## src/rtl/memory_responder_pkg.sv

```systemverilog
// Shared definitions for the memory responder: FSM states, operation codes
// and the strobe-pair control decode used to classify a request.
package memory_responder_pkg;

  localparam int WAIT_W = 4;

  typedef enum logic [1:0] {
    IDLE = 2'b00,
    BUSY = 2'b01,
    ACK  = 2'b10
  } state_t;

  typedef enum logic [1:0] {
    OP_RD  = 2'b00,
    OP_WR  = 2'b01,
    OP_ERR = 2'b10
  } op_t;

  typedef struct packed {
    logic req;
    op_t  op;
  } ctrl_t;

  // Control matrix: both strobes low is a request, but an illegal one.
  function automatic ctrl_t decode_strobes(input logic rd_n, input logic wr_n);
    ctrl_t c;
    c.req = !(rd_n && wr_n);
    case ({rd_n, wr_n})
      2'b00:   c.op = OP_ERR;
      2'b01:   c.op = OP_RD;
      2'b10:   c.op = OP_WR;
      default: c.op = OP_RD;
    endcase
    return c;
  endfunction

endpackage

```

## src/rtl/memory_responder_memory_array.sv

```systemverilog
// Storage for the memory responder: synchronous write, combinational read.
module MemoryArray #(
  parameter int DATA_WIDTH = 8,
  parameter int ADDR_WIDTH = 8
) (
  input  logic                  clk_i,
  input  logic                  we,
  input  logic [ADDR_WIDTH-1:0] addr,
  input  logic [DATA_WIDTH-1:0] wdata,
  output logic [DATA_WIDTH-1:0] rdata
);

  logic [DATA_WIDTH-1:0] mem [2**ADDR_WIDTH];

  always_ff @(posedge clk_i) begin
    if (we) mem[addr] <= wdata;
  end

  assign rdata = mem[addr];

endmodule

```

## src/rtl/memory_responder.sv

```systemverilog
// Strobe-driven memory responder: latches a request, inserts WAIT_STATES busy
// cycles, then commits the access and pulses ack (and err for illegal requests).
module memory_responder
  import memory_responder_pkg::*;
#(
  parameter int DATA_WIDTH  = 8,
  parameter int ADDR_WIDTH  = 8,
  parameter int WAIT_STATES = 2
) (
  input  logic                  clk_i,
  input  logic                  reset_i,
  input  logic [ADDR_WIDTH-1:0] addr_i,
  input  logic [DATA_WIDTH-1:0] data_i,
  input  logic                  rd_ni,
  input  logic                  wr_ni,
  output logic [DATA_WIDTH-1:0] data_o,
  output logic                  ack_o,
  output logic                  busy_o,
  output logic                  err_o
);

  localparam logic [WAIT_W-1:0] WAIT_LOAD =
    (WAIT_STATES == 0) ? '0 : WAIT_W'(WAIT_STATES - 1);

  state_t                state;
  op_t                   op_q;
  logic [ADDR_WIDTH-1:0] addr_q;
  logic [DATA_WIDTH-1:0] data_q;
  logic [WAIT_W-1:0]     wait_cnt;

  ctrl_t                 ctrl;
  logic                  enter_ack;
  op_t                   acc_op;
  logic [ADDR_WIDTH-1:0] acc_addr;
  logic [DATA_WIDTH-1:0] acc_data;
  logic                  mem_we;
  logic [DATA_WIDTH-1:0] mem_rdata;

  // With zero wait states the access commits on the latching edge itself,
  // so the memory port must see the live request rather than the latches.
  always_comb begin
    ctrl      = decode_strobes(rd_ni, wr_ni);
    acc_op    = op_q;
    acc_addr  = addr_q;
    acc_data  = data_q;
    enter_ack = 1'b0;
    case (state)
      IDLE: begin
        acc_op    = ctrl.op;
        acc_addr  = addr_i;
        acc_data  = data_i;
        enter_ack = ctrl.req && (WAIT_STATES == 0);
      end
      BUSY:    enter_ack = (wait_cnt == '0);
      default: enter_ack = 1'b0;
    endcase
    mem_we = enter_ack && (acc_op == OP_WR) && !reset_i;
  end

  MemoryArray #(
    .DATA_WIDTH(DATA_WIDTH),
    .ADDR_WIDTH(ADDR_WIDTH)
  ) u_mem (
    .clk_i(clk_i),
    .we   (mem_we),
    .addr (acc_addr),
    .wdata(acc_data),
    .rdata(mem_rdata)
  );

  always_ff @(posedge clk_i) begin
    if (reset_i) begin
      state    <= IDLE;
      ack_o    <= 1'b0;
      err_o    <= 1'b0;
      busy_o   <= 1'b0;
      data_o   <= '0;
      wait_cnt <= '0;
    end else begin
      ack_o <= enter_ack;
      err_o <= enter_ack && (acc_op == OP_ERR);
      if (enter_ack && (acc_op == OP_RD)) data_o <= mem_rdata;
      case (state)
        IDLE: begin
          if (ctrl.req) begin
            op_q     <= ctrl.op;
            addr_q   <= addr_i;
            data_q   <= data_i;
            wait_cnt <= WAIT_LOAD;
            busy_o   <= 1'b1;
            state    <= (WAIT_STATES == 0) ? ACK : BUSY;
          end
        end
        BUSY: begin
          if (wait_cnt == '0) state <= ACK;
          else                wait_cnt <= wait_cnt - 1'b1;
        end
        ACK: begin
          state  <= IDLE;
          busy_o <= 1'b0;
        end
        default: begin
          state  <= IDLE;
          busy_o <= 1'b0;
        end
      endcase
    end
  end

endmodule

```

## config.mk

```make
export PLATFORM = sky130hd
export DESIGN_NAME = memory_responder
export DESIGN_NICKNAME = d
export VERILOG_FILES = /design/src/rtl/memory_responder_pkg.sv /design/src/rtl/memory_responder_memory_array.sv /design/src/rtl/memory_responder.sv
export SDC_FILE = /design/constraint.sdc
export NUM_CORES = 2
export LEC_CHECK = 0
export CAP_MARGIN = 25
export CELL_PAD_IN_SITES_DETAIL_PLACEMENT = 0
export CELL_PAD_IN_SITES_GLOBAL_PLACEMENT = 1
export CORE_ASPECT_RATIO = 0.5
export CORE_MARGIN = 5
export CORE_UTILIZATION = 55
export DETAILED_ROUTE_END_ITERATION = 7
export PLACE_DENSITY = 0.75
export SYNTH_ARGS = -nofsm -noshare
export SYNTH_HDL_FRONTEND = slang
export SYNTH_SLANG_ARGS = --single-unit
```

## constraint.sdc

```tcl
create_clock -name clk_i -period 6.75 [get_ports clk_i]
set_clock_uncertainty 0.1 [all_clocks]
set_input_delay 1.0125 -clock clk_i [delete_from_list [all_inputs] [get_ports clk_i]]
set_output_delay 1.0125 -clock clk_i [all_outputs]
set_load 0.05 [all_outputs]
```

---- Word-level counts from Yosys, hierarchy flattened ----
Memories as Yosys holds them, arrays and structs flattened. A register that Yosys moved wholly into a read port is not among the register bits.
Cells that the tools add are included.
storage, ports and cells
  bits in writable memories ............... 2,048
  logic and storage cells ................. 50
  bits in read-only memories .............. 0
  latch bits .............................. 0
  memories kept ........................... 1
  output and inout port bits .............. 11
  register bits after elaboration ......... 27
memory list
  memory     depth  bits a word  read ports  clocked after Yosys merged registers in  wr ports  line                                 text
  u_mem.mem  256    8            1           1                                        1         memory_responder_memory_array.sv:13  logic [DATA_WIDTH-1:0] mem [2**ADDR_WIDTH];
operators by class
  reduce and logical (&&, ||, !) cells .... 15
  order comparisons ....................... 0
  shift operators ......................... 0
  eq/ne operators ......................... 7
  divide/modulo/power cells ............... 0
  add/subtract/negate cells ............... 1
  multiplexer cells ....................... 15
  multipliers ............................. 0
  bitwise gates (word level) .............. 3
operators with widths
  cell                                                                    count
  8-bit 2-to-1 mux                                                        2
  4-bit 2-to-1 mux                                                        2
  2-bit one-hot mux with 2 select lines                                   2
  4-bit one-hot mux with 2 select lines                                   1
  2-bit zero test                                                         3
  2-bit 2-to-1 mux                                                        3
  2-bit inequality test (second input constant)                           3
  3-bit AND reduction                                                     2
  1-bit logical AND                                                       5
  2-bit by 1-bit equality test with 1-bit output (second input constant)  2
  2-bit equality test (second input constant)                             2
  4-bit zero test                                                         1
  1-bit 2-to-1 mux                                                        4
  2-bit AND reduction                                                     2
  4-bit by 1-bit subtractor with 4-bit output (second input constant)     1
  1-bit NOT                                                               3
  1-bit one-hot mux with 2 select lines                                   1
  2-bit nonzero test                                                      1
  1-bit zero test                                                         1

---- Depth between registers and ports, before layout ----
  word-level depth ........................ 8
  depth in mapped cells ................... 13
  mapped depth without buffers ............ 9

---- By module ----
Synthesis repeated with hierarchy kept, for this count alone.
second synthesis, totals
  cells, all modules ...................... 3,660
  area total of the unflattened synthesis .. 79,864.1 um2
by module, submodules not included
  module            area each (um2)  instances  cells each
  MemoryArray       78,332.6         1          3,539
  memory_responder  1,531.5          1          121

---- Worst setup path before layout ----
OpenSTA, ideal clock, no wires.
  kind .................................... reg2reg
  start ................................... reg state[0]
  end ..................................... mem u_mem.mem[0][0] (data pin)
  path slack .............................. 1.252 ns
  data required time ...................... 5.827 ns
  period minus slack after synthesis ...... 5.498 ns
  path buffers ............................ 4
  cell stages (with the launch flop) ...... 8
  data arrival time ....................... 4.575 ns
  cells stage by stage .................... dfxtp_1 buf_4 nor2_8 buf_2 buf_1 buf_1 nand2_1 nand2_1
between the ends
  longest elaborated chain between the ends .. 2
ends and longest elaborated chain
  item                    line                                 text
  start, declared         memory_responder.sv:25               state_t state;
  start signal, assigned  memory_responder.sv:91               state <= (WAIT_STATES == 0) ? ACK : BUSY;
  2-bit zero test         memory_responder.sv:47               case (state)
  8-bit 2-to-1 mux        memory_responder.sv:47
  via acc_data[0]         memory_responder.sv:35               logic [DATA_WIDTH-1:0] acc_data;
  end, declared           memory_responder_memory_array.sv:13
The timed path passes the listed nets, and every way through them passes these cells.

---- Final worst setup path ----
  start ................................... reg state[1]
  end ..................................... reg data_o[3] (read register of u_mem.mem)
between the ends
  longest elaborated chain between the ends .. 4
ends and longest elaborated chain
  item               line                    text
  2-bit zero test    memory_responder.sv:47
  2-bit 2-to-1 mux   memory_responder.sv:47
  2-bit zero test    memory_responder.sv:82  if (enter_ack && (acc_op == OP_RD)) data_o <= mem_rdata;
  1-bit logical AND  memory_responder.sv:82
  end, declared      memory_responder.sv:16  output logic [DATA_WIDTH-1:0] data_o,
Parallel ways exist; a longest one is shown, timed or not.
A chain may end at the register's enable or synchronous reset.

==> results by group <==
Timing
  • Normalized max-slew margin: 0.05351
  • F_max: 0.1892 GHz
  • Setup TNS: 0 ps
  • Slew Viols, Final: 0
  • Worst Tran Pin Value: ~1400 ps
  • Finish-stage setup viols: 0
  • Crit path time final: 5286 ps
  • Final hold violations: 0
  • RSZ-0062 raised after global routing: no
  • Final period util: 0.7831

Routing
  • Drt initial violations: between 8,000 and 9,000
  • Routed wire length: between 200 and 250 mm
  • Drt wl/cell: about 33 um
  • Via count: 46,110
  • Post-DR vias/cell: 6.985
  • Drc violations: 14
  • Remaining antenna violation count: 0
  • TritonRoute pass-1 iters: 8

Global routing
  • GRT Util Overall: 0.2896
  • Vias in the first global route: 43,610
  • Largest net degree at the start of global routing: 197
  • First-pass GRT wire length: ~310 mm
  • GR Overflow Total: 0
  • Initial antenna violation count: 8

Synthesis
  • Netlist Area Pre-Place: 77,660 sq um
  • Top post-synthesis cells by area: edfxtp_1 (80%), a222oi_1 (3.4%), a22oi_1 (2.6%), nand3_1 (1.9%), a221oi_1 (1.4%)
  • Count of cell types in the netlist: 60
  • Post-synthesis sequential element count: between 2,000 and 2,500
  • Post-synth top flop: edfxtp_1
  • Synth Warn #: 0
  • Post-Synthesis Cells: 4,533
  • Post-synthesis average cell area: roughly 17 sq um
  • Register area share after synthesis: 0.8032
  • Mapped Nets: around 4,600
  • Synth async-reset ratio: 0
  • Post-synth top area cell: edfxtp_1
  • Number of synthesized flops with an enable pin: a little over 2,000
  • Area share of the largest cell type after synthesis: 0.7988

Pwr
  • PwrDens: 354.0 nW/um^2
  • Pleak: 26.08 nW
  • Overall power: between 30 and 40 mW
  • Maximum VDD drop: roughly 0.24 mV

Placement
  • Detail Placement HPWL: ~130 mm
  • IO buf count: 30
  • GP Congestion: 0.9076
  • Placed instance area: just over 80,000 sq um
  • Placed insts: 6,277

Finish
  • Fin nets: 4,599
  • Post-layout util: 0.6136
  • Most frequent cells in the layout: edfxtp_1 (2,066), nand3_1 (301), a22oi_1 (270)
  • FF/Latch Area: a little over 60,000 sq um
  • Layout cell share with drive strength beyond 1: 0.09833
  • Fill cell count: ~9,900
  • Design area: between 80,000 and 90,000 sq um
  • Most common cell after layout, fill and taps aside: edfxtp_1
  • Area grow syn2layout: 10.76%
  • Multi-input gate area: about 14,000 sq um
  • Final cell count without fillers: 6,601

Clock network
  • Clock transition at the registers of the reported paths: about 70 ps
  • CTS Hold Buffers Added: 0
  • Post_cts resized: 0
  • H-Tree Depth: 4
  • Clk sinks: 2,083
  • Post-CTS Setup Bufs: 0
  • CTS max path bufs: 3
  • Clk_lat worst skew: ~800 ps
  • CTS tree: yes
  • Clock root buffer: clkbuf_16
  • TritonCTS buffer count: about 170

Critical path
  • CP arrival: just under 6000 ps
  • Worst endpoint required time: ~7300 ps
  • WP buf/inv: 2
  • Max stage delay on crit path: 920 ps
  • Crit path max fanout: 74
  • CP startpoint kind: flop
  • WS Path Type: reg -> reg
  • Crit path max-delay family: compound AO/OA/AOI/OAI gates
  • CP Cell Sequence: nor2_8 > buf_4 > o31ai_4 > buf_12 > a22o_1 > a221oi_1 > o22ai_1 > nor3_1 > nor4_1 > a21oi_1 > a311oi_1
  • Worst r2r path cells: 11
  • Crit end category: flop
  • CP Depth: 11
  • Slowest CP cell: dfxtp_1

Run status
  • Failing checks: design-rule violations
  • Status: finished, violations left

Floorplanning
  • Top Ports: 31
  • Die ar.: roughly 150,000 sq um
  • Core Rows: 97
  • Starting Density: 0.5540
  • Die span in x: ~540 um
  • Die height: roughly 280 um
  • Core area: 140,200 sq um

Job
  • Max-cap violations: 0

Worst hold path
  • Hold Crit Class: reg -> reg
  • Hold depth: 2
-- layout make-up --
| class | instances | share of cell area |
|---|---|---|
| Antenna cell | 1 | 0.00002909 |
| Clock buffer | 229 | 0.05504 |
| Clock inverter | 88 | 0.008524 |
| Inverter | 4 | 0.0001746 |
| Multi-Input combinational cell | 2101 | 0.1587 |
| Sequential cell | 2083 | 0.7252 |
| Tap cell | 1881 | 0.02736 |
| Timing Repair Buffer | 214 | 0.02499 |
-- power breakdown --
| part | leakage [nW] | switching, mW | internal (mW) |
|---|---|---|---|
| Combinational | 4.64 | 4.07 | 1.26 |
| Clock | 2.68 | 4.56 | 5.36 |
| Sequential | 18.8 | 0.0384 | 15.2 |
-- stage by stage --
stage	worst slack, ps	hold slack, ps
floorplan	1252	370.7
detailed placement	1363	380.3
global placement	1057	359.7
finish	1464	390.6
CTS	1690	389.6
global route	1464	416.8
-- flip-flops by register name (all words and copies together) (netlist names) --
register,count
addr_q,8
data_q,8
wait_cnt,4
op_q,2
data_o,8
state,2
ack_o,1
err_o,1
busy_o,1
u_mem.mem,2048
-- tightest hold or removal path, delay by kind of cell, from the launching register on --
| family | cells | cell delay [ps] |
|---|---|---|
| AO/OA/AOI/OAI | 1 | 60 |
| flip-flops | 1 | 320 |
| AND/OR/NAND/NOR | 1 | 70 |
-- worst paths after layout --
path,startpoint,to,slack [ps]
min reg2reg,busy_o,busy_o,390
min,busy_o,busy_o,390
max reg2reg,state[1],data_o[3],1460
max,state[1],data_o[3],1460
-- layer usage --
layer  GRT usage  vias up  part of all wire
li1            -    18980                 -
met1      0.4257    23440              0.39
met2      0.4169     3331              0.43
met3     0.09829      349              0.15
met4     0.07978        2             0.027
met5           0        -          0.000059
-- synth_stat cells (4+ instances only) --
| cell | n |
|---|---|
| a22oi_1 | 270 |
| nor4_1 | 7 |
| inv_1 | 4 |
| nand2_1 | 257 |
| o22ai_1 | 53 |
| edfxtp_1 | 2066 |
| buf_4 | 54 |
| a311oi_1 | 44 |
| o21a_1 | 5 |
| o21ai_1 | 6 |
| a222oi_1 | 260 |
| nand4_1 | 72 |
| clkbuf_1 | 112 |
| a21oi_1 | 162 |
| a22o_1 | 118 |
| a221oi_1 | 122 |
| buf_2 | 144 |
| buf_1 | 16 |
| nand2b_1 | 5 |
| dfxtp_1 | 17 |
| nor3_1 | 65 |
| and3_1 | 19 |
| mux2i_1 | 4 |
| o21ai_0 | 11 |
| nand3_1 | 301 |
| nor2_1 | 249 |
| buf_6 | 17 |
| a32o_1 | 5 |
| a31oi_1 | 10 |
| a41oi_1 | 10 |
-- cells by family (layout without fill, tap and decap cells) --
kind of cell / count (synthesis) / after routing / synth area share
simple gates: 989 / 989 / 0.05801
flops: 2083 / 2083 / 0.8032
other cells: 0 / 1 / 0
buf+inv: 349 / 535 / 0.02373
mux: 6 / 6 / 0.0008055
xor+xnor: 2 / 2 / 0.0002256
compound gates: 1102 / 1102 / 0.1137
fa+ha+maj: 2 / 2 / 0.0003222
Power figures use the tool's default switching activity.
